===== src/rtl/count_arb_if.sv =====
// count_arb_if -- request/grant/count bundle for count_arb.
// The pause signal exists only when COUNT_PAUSE_EN is defined.
interface count_arb_if #(
  parameter int unsigned WIDTH = 4
);
  logic [1:0]       req;
  logic [WIDTH-1:0] term0;
  logic [WIDTH-1:0] term1;
  logic [1:0]       gnt;
  logic [1:0]       done;
  logic             busy;
  logic [WIDTH-1:0] count;
`ifdef COUNT_PAUSE_EN
  logic             pause;
`endif

  modport master (
    output req, term0, term1,
    input  gnt, done, busy, count
`ifdef COUNT_PAUSE_EN
    , output pause
`endif
  );

  modport slave (
    input  req, term0, term1,
    output gnt, done, busy, count
`ifdef COUNT_PAUSE_EN
    , input pause
`endif
  );
endinterface


===== src/rtl/count_arb.sv =====
// count_arb -- two-requester round-robin arbiter that runs a shared counter
// from 0 up to the winner's terminal value, then pulses done for one cycle.
// Optional feature macro: COUNT_PAUSE_EN (adds bus.pause to stall RUN).
module count_arb #(
  parameter int unsigned WIDTH = 4
) (
  input logic        clk,
  input logic        rst,
  count_arb_if.slave bus
);
  localparam logic [1:0] S_IDLE = 2'd0;
  localparam logic [1:0] S_RUN  = 2'd1;
  localparam logic [1:0] S_DONE = 2'd2;

  logic [1:0]       state_q, state_d;
  logic [WIDTH-1:0] count_q, count_d;
  logic [WIDTH-1:0] term_q, term_d;
  logic [1:0]       gnt_q, gnt_d;
  logic [1:0]       done_q, done_d;
  logic             busy_q, busy_d;
  logic             last_q, last_d;   // index of the requester served last
  logic             win;
  logic             stall;

  // Pick the winner: a lone requester wins, a tie goes to the one not served last.
  always_comb begin
    win = 1'b0;
    if (bus.req == 2'b01)      win = 1'b0;
    else if (bus.req == 2'b10) win = 1'b1;
    else                       win = ~last_q;
  end

  // Counter stall source; tied off when the pause feature is not built.
  always_comb begin
`ifdef COUNT_PAUSE_EN
    stall = bus.pause;
`else
    stall = 1'b0;
`endif
  end

  // Next-state logic for the IDLE/RUN/DONE run sequence.
  always_comb begin
    state_d = state_q;
    count_d = count_q;
    term_d  = term_q;
    gnt_d   = gnt_q;
    done_d  = done_q;
    last_d  = last_q;
    unique case (state_q)
      S_IDLE: begin
        count_d = '0;
        gnt_d   = '0;
        done_d  = '0;
        if (bus.req != 2'b00) begin
          state_d = S_RUN;
          gnt_d   = win ? 2'b10 : 2'b01;
          term_d  = win ? bus.term1 : bus.term0;
        end
      end
      S_RUN: begin
        if (!stall) begin
          if (count_q == term_q) begin
            state_d = S_DONE;
            done_d  = gnt_q;
          end else begin
            count_d = count_q + 1'b1;
          end
        end
      end
      S_DONE: begin
        state_d = S_IDLE;
        done_d  = '0;
        gnt_d   = '0;
        count_d = '0;
        last_d  = gnt_q[1];
      end
      default: begin
        state_d = S_IDLE;
        count_d = '0;
        gnt_d   = '0;
        done_d  = '0;
      end
    endcase
    busy_d = (state_d != S_IDLE);
  end

  // State registers; reset favours requester 0 on the first tie.
  always_ff @(posedge clk or negedge rst) begin
    if (!rst) begin
      state_q <= S_IDLE;
      count_q <= '0;
      term_q  <= '0;
      gnt_q   <= '0;
      done_q  <= '0;
      busy_q  <= 1'b0;
      last_q  <= 1'b1;
    end else begin
      state_q <= state_d;
      count_q <= count_d;
      term_q  <= term_d;
      gnt_q   <= gnt_d;
      done_q  <= done_d;
      busy_q  <= busy_d;
      last_q  <= last_d;
    end
  end

  assign bus.gnt   = gnt_q;
  assign bus.done  = done_q;
  assign bus.busy  = busy_q;
  assign bus.count = count_q;
endmodule

===== src/flat_wrapper.sv =====
// flat-port wrapper written by rule: the top's interface ports become plain ports
module count_arb_flat 
#(
  parameter int unsigned WIDTH = 4
)
  (clk, rst, bus_req, bus_term0, bus_term1, bus_gnt, bus_done, bus_busy, bus_count);
  count_arb_if #(.WIDTH(WIDTH)) bus_i ();
  input logic clk;
  input logic rst;
  input wire logic [$bits(bus_i.req)-1:0] bus_req;
  input wire logic [$bits(bus_i.term0)-1:0] bus_term0;
  input wire logic [$bits(bus_i.term1)-1:0] bus_term1;
  output wire logic [$bits(bus_i.gnt)-1:0] bus_gnt;
  output wire logic [$bits(bus_i.done)-1:0] bus_done;
  output wire logic [$bits(bus_i.busy)-1:0] bus_busy;
  output wire logic [$bits(bus_i.count)-1:0] bus_count;
  assign bus_i.req = bus_req;
  assign bus_i.term0 = bus_term0;
  assign bus_i.term1 = bus_term1;
  assign bus_gnt = bus_i.gnt;
  assign bus_done = bus_i.done;
  assign bus_busy = bus_i.busy;
  assign bus_count = bus_i.count;
  count_arb #(.WIDTH(WIDTH)) u_core (.clk(clk), .rst(rst), .bus(bus_i));
endmodule

===== config.mk =====
export PLATFORM = sky130hd
export DESIGN_NAME = count_arb_flat
export DESIGN_NICKNAME = d
export VERILOG_FILES = /design/src/rtl/count_arb_if.sv /design/src/rtl/count_arb.sv /design/src/flat_wrapper.sv
export SDC_FILE = /design/constraint.sdc
export NUM_CORES = 1
export LEC_CHECK = 0
export ABC_AREA = 1
export CAP_MARGIN = 20
export CORE_UTILIZATION = 45
export CTS_BUF_LIST = sky130_fd_sc_hd__clkbuf_2 sky130_fd_sc_hd__clkbuf_4 sky130_fd_sc_hd__clkbuf_8
export DETAILED_ROUTE_END_ITERATION = 10
export PLACE_DENSITY_LB_ADDON = 0.3
export REMOVE_ABC_BUFFERS = 1
export SYNTH_ARGS = -nofsm -noshare
export SYNTH_HDL_FRONTEND = slang
export SYNTH_SLANG_ARGS = --single-unit
export TNS_END_PERCENT = 100

===== constraint.sdc =====
create_clock -name clk -period 1.1 [get_ports clk]
set_input_delay 0.11 -clock clk [delete_from_list [all_inputs] [get_ports clk]]
set_output_delay 0.11 -clock clk [all_outputs]
set_load 0.01 [all_outputs]

==> flow_summary.ini, run 1 <==
[status]
status = finished with violations
violations = setup timing

[logic_synthesis]
yosysSeqAreaShare_pct = 45.28
post_synth_instance_area_sq_um = 887.1
synth_top_family_by_area = simple AND/OR/NAND/NOR gates
ys_ff_latch = 16
synthAdderAreaFrac_pct = 1.410
syn_inst = 111
synth_compound_area_share_pct = 4.090
synth-simple-area-share_pct = 40.06
yosysWarningCount = 0
ys_types = 23
syn_area_per_cell_sq_um = 7.992
synth_mux_area_share_pct = 0
synthXorXnorAreaFrac_pct = 0.9873

[timing]
fin_crit_sh_pct = 113.4
rsz0062_at_grt = true
setup_viol = 14
period_minus_slack_ns = 1.247
report.final.slew_viol_count = 0
holdWs_ns = 0.1107
relSlewSlack_pct = 85.92
worst_pin_slew_ns = 0.2104
hold_violations = 0
finClkSkew_ns = 0.006654
max_freq_mhz = 801.8
fin_ws_ns = -0.1472

[detailed_routing]
ant_nets = 0
vias = 898
via_per_inst = 5.017
drc = 0
dr.pass1.iters = 4
drt_iter0_drc = 11
routed_wl_microns = 2122
wl_per_cell_microns = 11.85

[final_layout]
nFillCells = 122
nets = 168
drive_above_1_share_pct = 35.71
area_growth_pct = 56.56
regArea_sq_um = 401.6
layout.cells.non_filler = 179
multi_input_area_sq_um = 485.5
n_antenna_cell = 0
utilization_pct = 77.89

[clock_tree]
h-tree-depth = 1
root_buffer = clkbuf_4
clockBufferDepth = 2
post_cts_hold_buffer_count = 0
cts_tree = done
cts_buffers = 3
clk_latency_ns = 0.30
cts.sinks = 16
cts.clk_slew.worst_paths_ns = 0.10

[pwr]
powerDensity_nw_per_um2 = 2781
peakVddDrop_uv = 1906
p_leak_nw = 0.7340
power_w = 0.003862

[setup_path]
worst_setup_path_start_kind = register
crit_fanout = 8
criticalPathCategory = reg2reg
cp.required_ns = 1.30
worst_ep_arrival_time_ns = 1.45
endpoint_kind = register

[grt]
grt_pass1_vias = 826
grt_pass1_wl_microns = 3429
grt_overflow = 0
grt_antenna_before_repair = 0
grt_usage_pct = 22.79
grt_start_max_net_pins = 17

[placed_design]
dpl.hpwl_microns = 1361
globalplace.congestion = 0.8122
port_buffers = 20
post-place-cells = 166

[floorplan]
initial_utilization_pct = 49.75
pin_count = 21
dieArea_sq_um = 2153
die_h_microns = 46.40
num_rows = 15
die_w_microns = 46.40
fp.coreArea_sq_um = 1783

[run]
max-cap-violations = 0

[min_path]
hold_path.class = in2async
-- layout make-up --
type,instances,share of cell area (%)
multi-input cells,76,34.96
flip-flops and latches,16,28.92
repair buffers,40,26.04
inverters,18,5.225
clock buffers,4,2.613
well taps,25,2.252
-- layer usage --
layer	track usage, %	vias to the layer above	wire length, microns
met2	39.72	26	1086
met1	26.39	422	878
met4	13.53	0	66
met3	2.353	7	91
li1	-	443	-
met5	0	-	0
-- sequential cells by signal, indices dropped and copies added, names as in the netlist --
signal and count:
u_core.bus.busy 1, u_core.bus.count 4, u_core.bus.done 2, u_core.bus.gnt 2, u_core.last_q 1, u_core.state_q 2, u_core.term_q 4
-- critical path, stage by stage, from the launching register on --
cell,delay (ns)
dfrtp_1,0.39
buf_4,0.14
nand2_1,0.13
nand2_4,0.09
nor2_8,0.14
nand2_4,0.12
nand2_1,0.09
nand2_1,0.05
-- kinds of logic after synthesis --
group	count (synthesis)
simple gates	68
buf+inv	19
flops	16
compound gates	6
xor+xnor	1
fa+ha+maj	1
-- metrics by stage --
step           TNS [ns]  worst slack (ns)  instance area [sq um]
2_1_floorplan   -0.2426          -0.03722                  882.1
3_3_place_gp    -0.8120           -0.1380                   1209
3_5_place_dp     -1.397           -0.2000                   1209
4_1_cts          -1.400           -0.1849                   1360
5_1_grt          -1.978           -0.2213                   1389
6_report         -1.184           -0.1472                   1389
-- synth_stat cells (all sizes together) --
master,n,share of area [%]
a21oi,1,0.56
a31oi,1,0.71
buf,1,0.56
dfrtp,15,42
dfstp,1,3.0
ha,1,1.4
inv,18,7.6
nand2,39,18
nand3,11,6.2
nand3b,4,3.4
nand4,7,4.9
nor2,6,6.3
o21ai,3,2.1
o22ai,1,0.71
or2,1,0.71
xor2,1,0.99
-- final timing paths --
check                                                     start                        endpoint  depth (start not counted)  slack [ns]
max in group asynchronous                                   rst       u_core.last_q$_DFFE_PN1N_                          2        0.74
worst min-delay path                                        rst  u_core.bus.done[1]$_DFFE_PN0P_                          2        0.11
worst max register to register  u_core.bus.count[3]$_DFFE_PN0P_     u_core.state_q[0]$_DFF_PN0_                          7       -0.15
worst max-delay path            u_core.bus.count[3]$_DFFE_PN0P_     u_core.state_q[0]$_DFF_PN0_                          7       -0.15
min in group clk                                   bus_term0[3]    u_core.term_q[3]$_DFFE_PN0P_                          5        0.44
worst min register to register     u_core.term_q[1]$_DFFE_PN0P_    u_core.term_q[1]$_DFFE_PN0P_                          2        0.52
-- cells in the final DEF (no fill, tap or decap), types with 2 or more instances in the layout --
cell type,instances
nand3_2,6
nand2_4,4
nor2_4,3
buf_6,2
inv_1,14
dlygate4sd2_1,3
dfrtp_1,15
o21ai_0,2
clkbuf_4,3
nand2_1,27
clkdlybuf4s15_1,5
inv_2,2
nand3b_1,4
inv_4,2
buf_4,17
nand2_2,8
nand4_1,7
nand3_1,5
clkdlybuf4s50_1,11
-- timing repair --
action                                  4_1_cts  5_1_grt
gates resized for setup                      28       14
pin swaps                                    13       10
buffers inserted                              9        1
endpoints found under the setup margin       21       21
hold endpoints to repair                      0        0
-- where the power goes --
part           switching [W]  internal [W]  leakage, nW
logic                0.00131       0.00112        0.512
clock network       0.000205      0.000202       0.0210
registers           0.000171      0.000852        0.201
Power figures use the tool's default switching activity.
==> run 2, diff against run 1 <==
--- a/config.mk
+++ b/config.mk
@@ -7,9 +7,10 @@
 export LEC_CHECK = 0
 export ABC_AREA = 1
 export CAP_MARGIN = 20
-export CORE_UTILIZATION = 45
+export CORE_UTILIZATION = 55
 export CTS_BUF_LIST = sky130_fd_sc_hd__clkbuf_2 sky130_fd_sc_hd__clkbuf_4 sky130_fd_sc_hd__clkbuf_8
 export DETAILED_ROUTE_END_ITERATION = 10
+export DONT_BUFFER_PORTS = 1
 export PLACE_DENSITY_LB_ADDON = 0.3
 export REMOVE_ABC_BUFFERS = 1
 export SYNTH_ARGS = -nofsm -noshare
==> run 2 against run 1 <==
Effect of this change:
- the flow still finishes with violations (setup timing)
- maximum frequency increased by 11%
- worst setup slack better by 0.12 ns
- clock power fell by 5.2%
- total power decreased by 12%
- die area fell by 17%
- core utilization down 4.7 points
- global-route usage down 2.4 points
- sequential cell count unchanged
- sequential share of layout area grew 7.7 points
- combinational power fell by 21%
==> flow_summary.ini, run 2 (synthesized netlist as in run 1, its figures left out) <==
[status]
status = finished with violations
violations = setup timing

[pwr]
powerDensity_nw_per_um2 = 3096
power_w = 0.003413
peakVddDrop_uv = 1809
p_leak_nw = 0.6011

[setup_path]
cp.required_ns = 1.28
worst_ep_arrival_time_ns = 1.31
crit_chain = inv_1 -> nand2_1 -> nand2_2 -> nor2_8 -> nand2_4 -> nand3_1 -> nand2_1
endpoint_kind = register
crit_fanout = 8
cpMostUsedCell = nand2_1
regToRegSetupSlack_ns = -0.02
cp_top_family = simple AND/OR/NAND/NOR gates
critPathSlowestCell = dfrtp_1
criticalPathCategory = reg2reg
slowest_delay_ns = 0.40
worst-path-buf-inv = 1
worst_setup_path_start_kind = register

[grt]
grt_overflow = 0
grt_usage_pct = 20.38
grt_pass1_vias = 661
grt_pass1_wl_microns = 2773
grt_start_max_net_pins = 17
grt_antenna_before_repair = 0

[final_layout]
layout_commonest_cell = nand2_1
drive_above_1_share_pct = 34.88
final_cell_mix = nand2_1, dfrtp_1, inv_1, buf_4, nand3_1
nFillCells = 104
utilization_pct = 73.17
nets = 143
n_antenna_cell = 0
area_growth_pct = 24.26

[floorplan]
die_h_microns = 42.16
num_rows = 14
pin_count = 21
die_w_microns = 42.16
fp.coreArea_sq_um = 1506
dieArea_sq_um = 1777
initial_utilization_pct = 58.89

[timing]
holdWs_ns = 0.01607
hold_violations = 0
fin_crit_sh_pct = 102.1
worst_pin_slew_ns = 0.6912
fin_ws_ns = -0.02281
finClkSkew_ns = 0.005678
rsz0062_at_grt = true
setup_viol = 4
period_minus_slack_ns = 1.123
report.final.slew_viol_count = 0
max_freq_mhz = 890.6
relSlewSlack_pct = 53.77

[detailed_routing]
wl_met1_microns = 758
wl_per_cell_microns = 12.20
drc = 0
ant_nets = 0
wl_met2_microns = 919
routed_wl_microns = 1769
via_per_inst = 5.379
vias = 780
dr.pass1.iters = 4
drt_iter0_drc = 18
met3_length_microns = 65
top_layer = met4

[clock_tree]
cts_tree = done
clk_latency_ns = 0.29
h-tree-depth = 1
cts.sinks = 16
root_buffer = clkbuf_4
clockBufferDepth = 2
cts_buffers = 3
cts.clk_slew.worst_paths_ns = 0.09

[placed_design]
globalplace.congestion = 0.7995
dp_slack_ns = -0.03684
port_buffers = 0
dpl.hpwl_microns = 1270

[run]
max-cap-violations = 0

[min_path]
hold_path.class = in2reg
==> run 2: cell count changes in the layout (fill, tap and decap cells not counted), sizes merged <==
cell           delta
clkdlybuf4s50    -11
buf               -6
clkdlybuf4s15     -5
dlygate4sd2       -3
clkbuf            -1
dlygate4sd3       +1
==> run 2: worst register-to-register path, delay by kind of cell (launching register included) <==
family | cells | cell delay (ns)
buffers and inverters | 1 | 0.06
flip-flops | 1 | 0.40
AND/OR/NAND/NOR | 6 | 0.56
==> run 2: what timing repair did <==
action	in CTS	in global routing
hold endpoints to repair	16	0
cloned	0	1
hold buffers	1	0
setup buffers	3	1
pin swaps	7	5
endpoints found under the setup margin	12	14
resized for setup	4	15
==> run 2: worst paths after layout <==
kind / start / endpoint / cells past startpoint
setup reg to reg: u_core.bus.count[3]$_DFFE_PN0P_ / u_core.bus.count[0]$_DFFE_PN0P_ / 7
max in group asynchronous: rst / u_core.bus.count[1]$_DFFE_PN0P_ / 1
hold reg to reg: u_core.term_q[0]$_DFFE_PN0P_ / u_core.term_q[0]$_DFFE_PN0P_ / 2
setup / recovery: u_core.bus.count[3]$_DFFE_PN0P_ / u_core.bus.count[0]$_DFFE_PN0P_ / 7
hold / removal: bus_req[0] / u_core.bus.gnt[0]$_DFFE_PN0N_ / 2
min in group asynchronous: rst / u_core.bus.count[0]$_DFFE_PN0P_ / 1
==> run 2: metrics by stage <==
step / instance area, sq um / TNS (ns) / instances
final: 1102 / -0.05891 / 145
after global routing: 1102 / -0.7443 / 145
after CTS: 1049 / -0.1670 / 143
after detailed placement: 969.7 / -0.1840 / 135
after global placement: 969.7 / -0.07259 / 135
after floorplan: 882.1 / -0.2426 / 110
==> run 2: layer usage <==
| layer | global-route usage (%) | up-vias |
|---|---|---|
| met5 | 0 | - |
| li1 | - | 394 |
| met1 | 27.17 | 357 |
| met3 | 2.586 | 4 |
| met2 | 32.92 | 25 |
| met4 | 9.375 | 0 |
==> run 2: area by class of cell <==
| type | instances | area (sq um) | share of cell area (%) |
|---|---|---|---|
| inverters | 18 | 70.07 | 6.356 |
| repair buffers | 15 | 120.1 | 10.90 |
| clock buffers | 4 | 36.28 | 3.292 |
| flip-flops and latches | 16 | 404.1 | 36.66 |
| multi-input cells | 76 | 451.7 | 40.98 |
| well taps | 16 | 20.02 | 1.816 |
==> run 2: power breakdown <==
| group | total (W) | switching, W | internal (W) | leakage (nW) |
|---|---|---|---|---|
| combinational | 0.00191 | 0.00107 | 0.000844 | 0.382 |
| clock | 0.000386 | 0.000185 | 0.000202 | 0.0210 |
| sequential | 0.00111 | 0.000254 | 0.000859 | 0.198 |
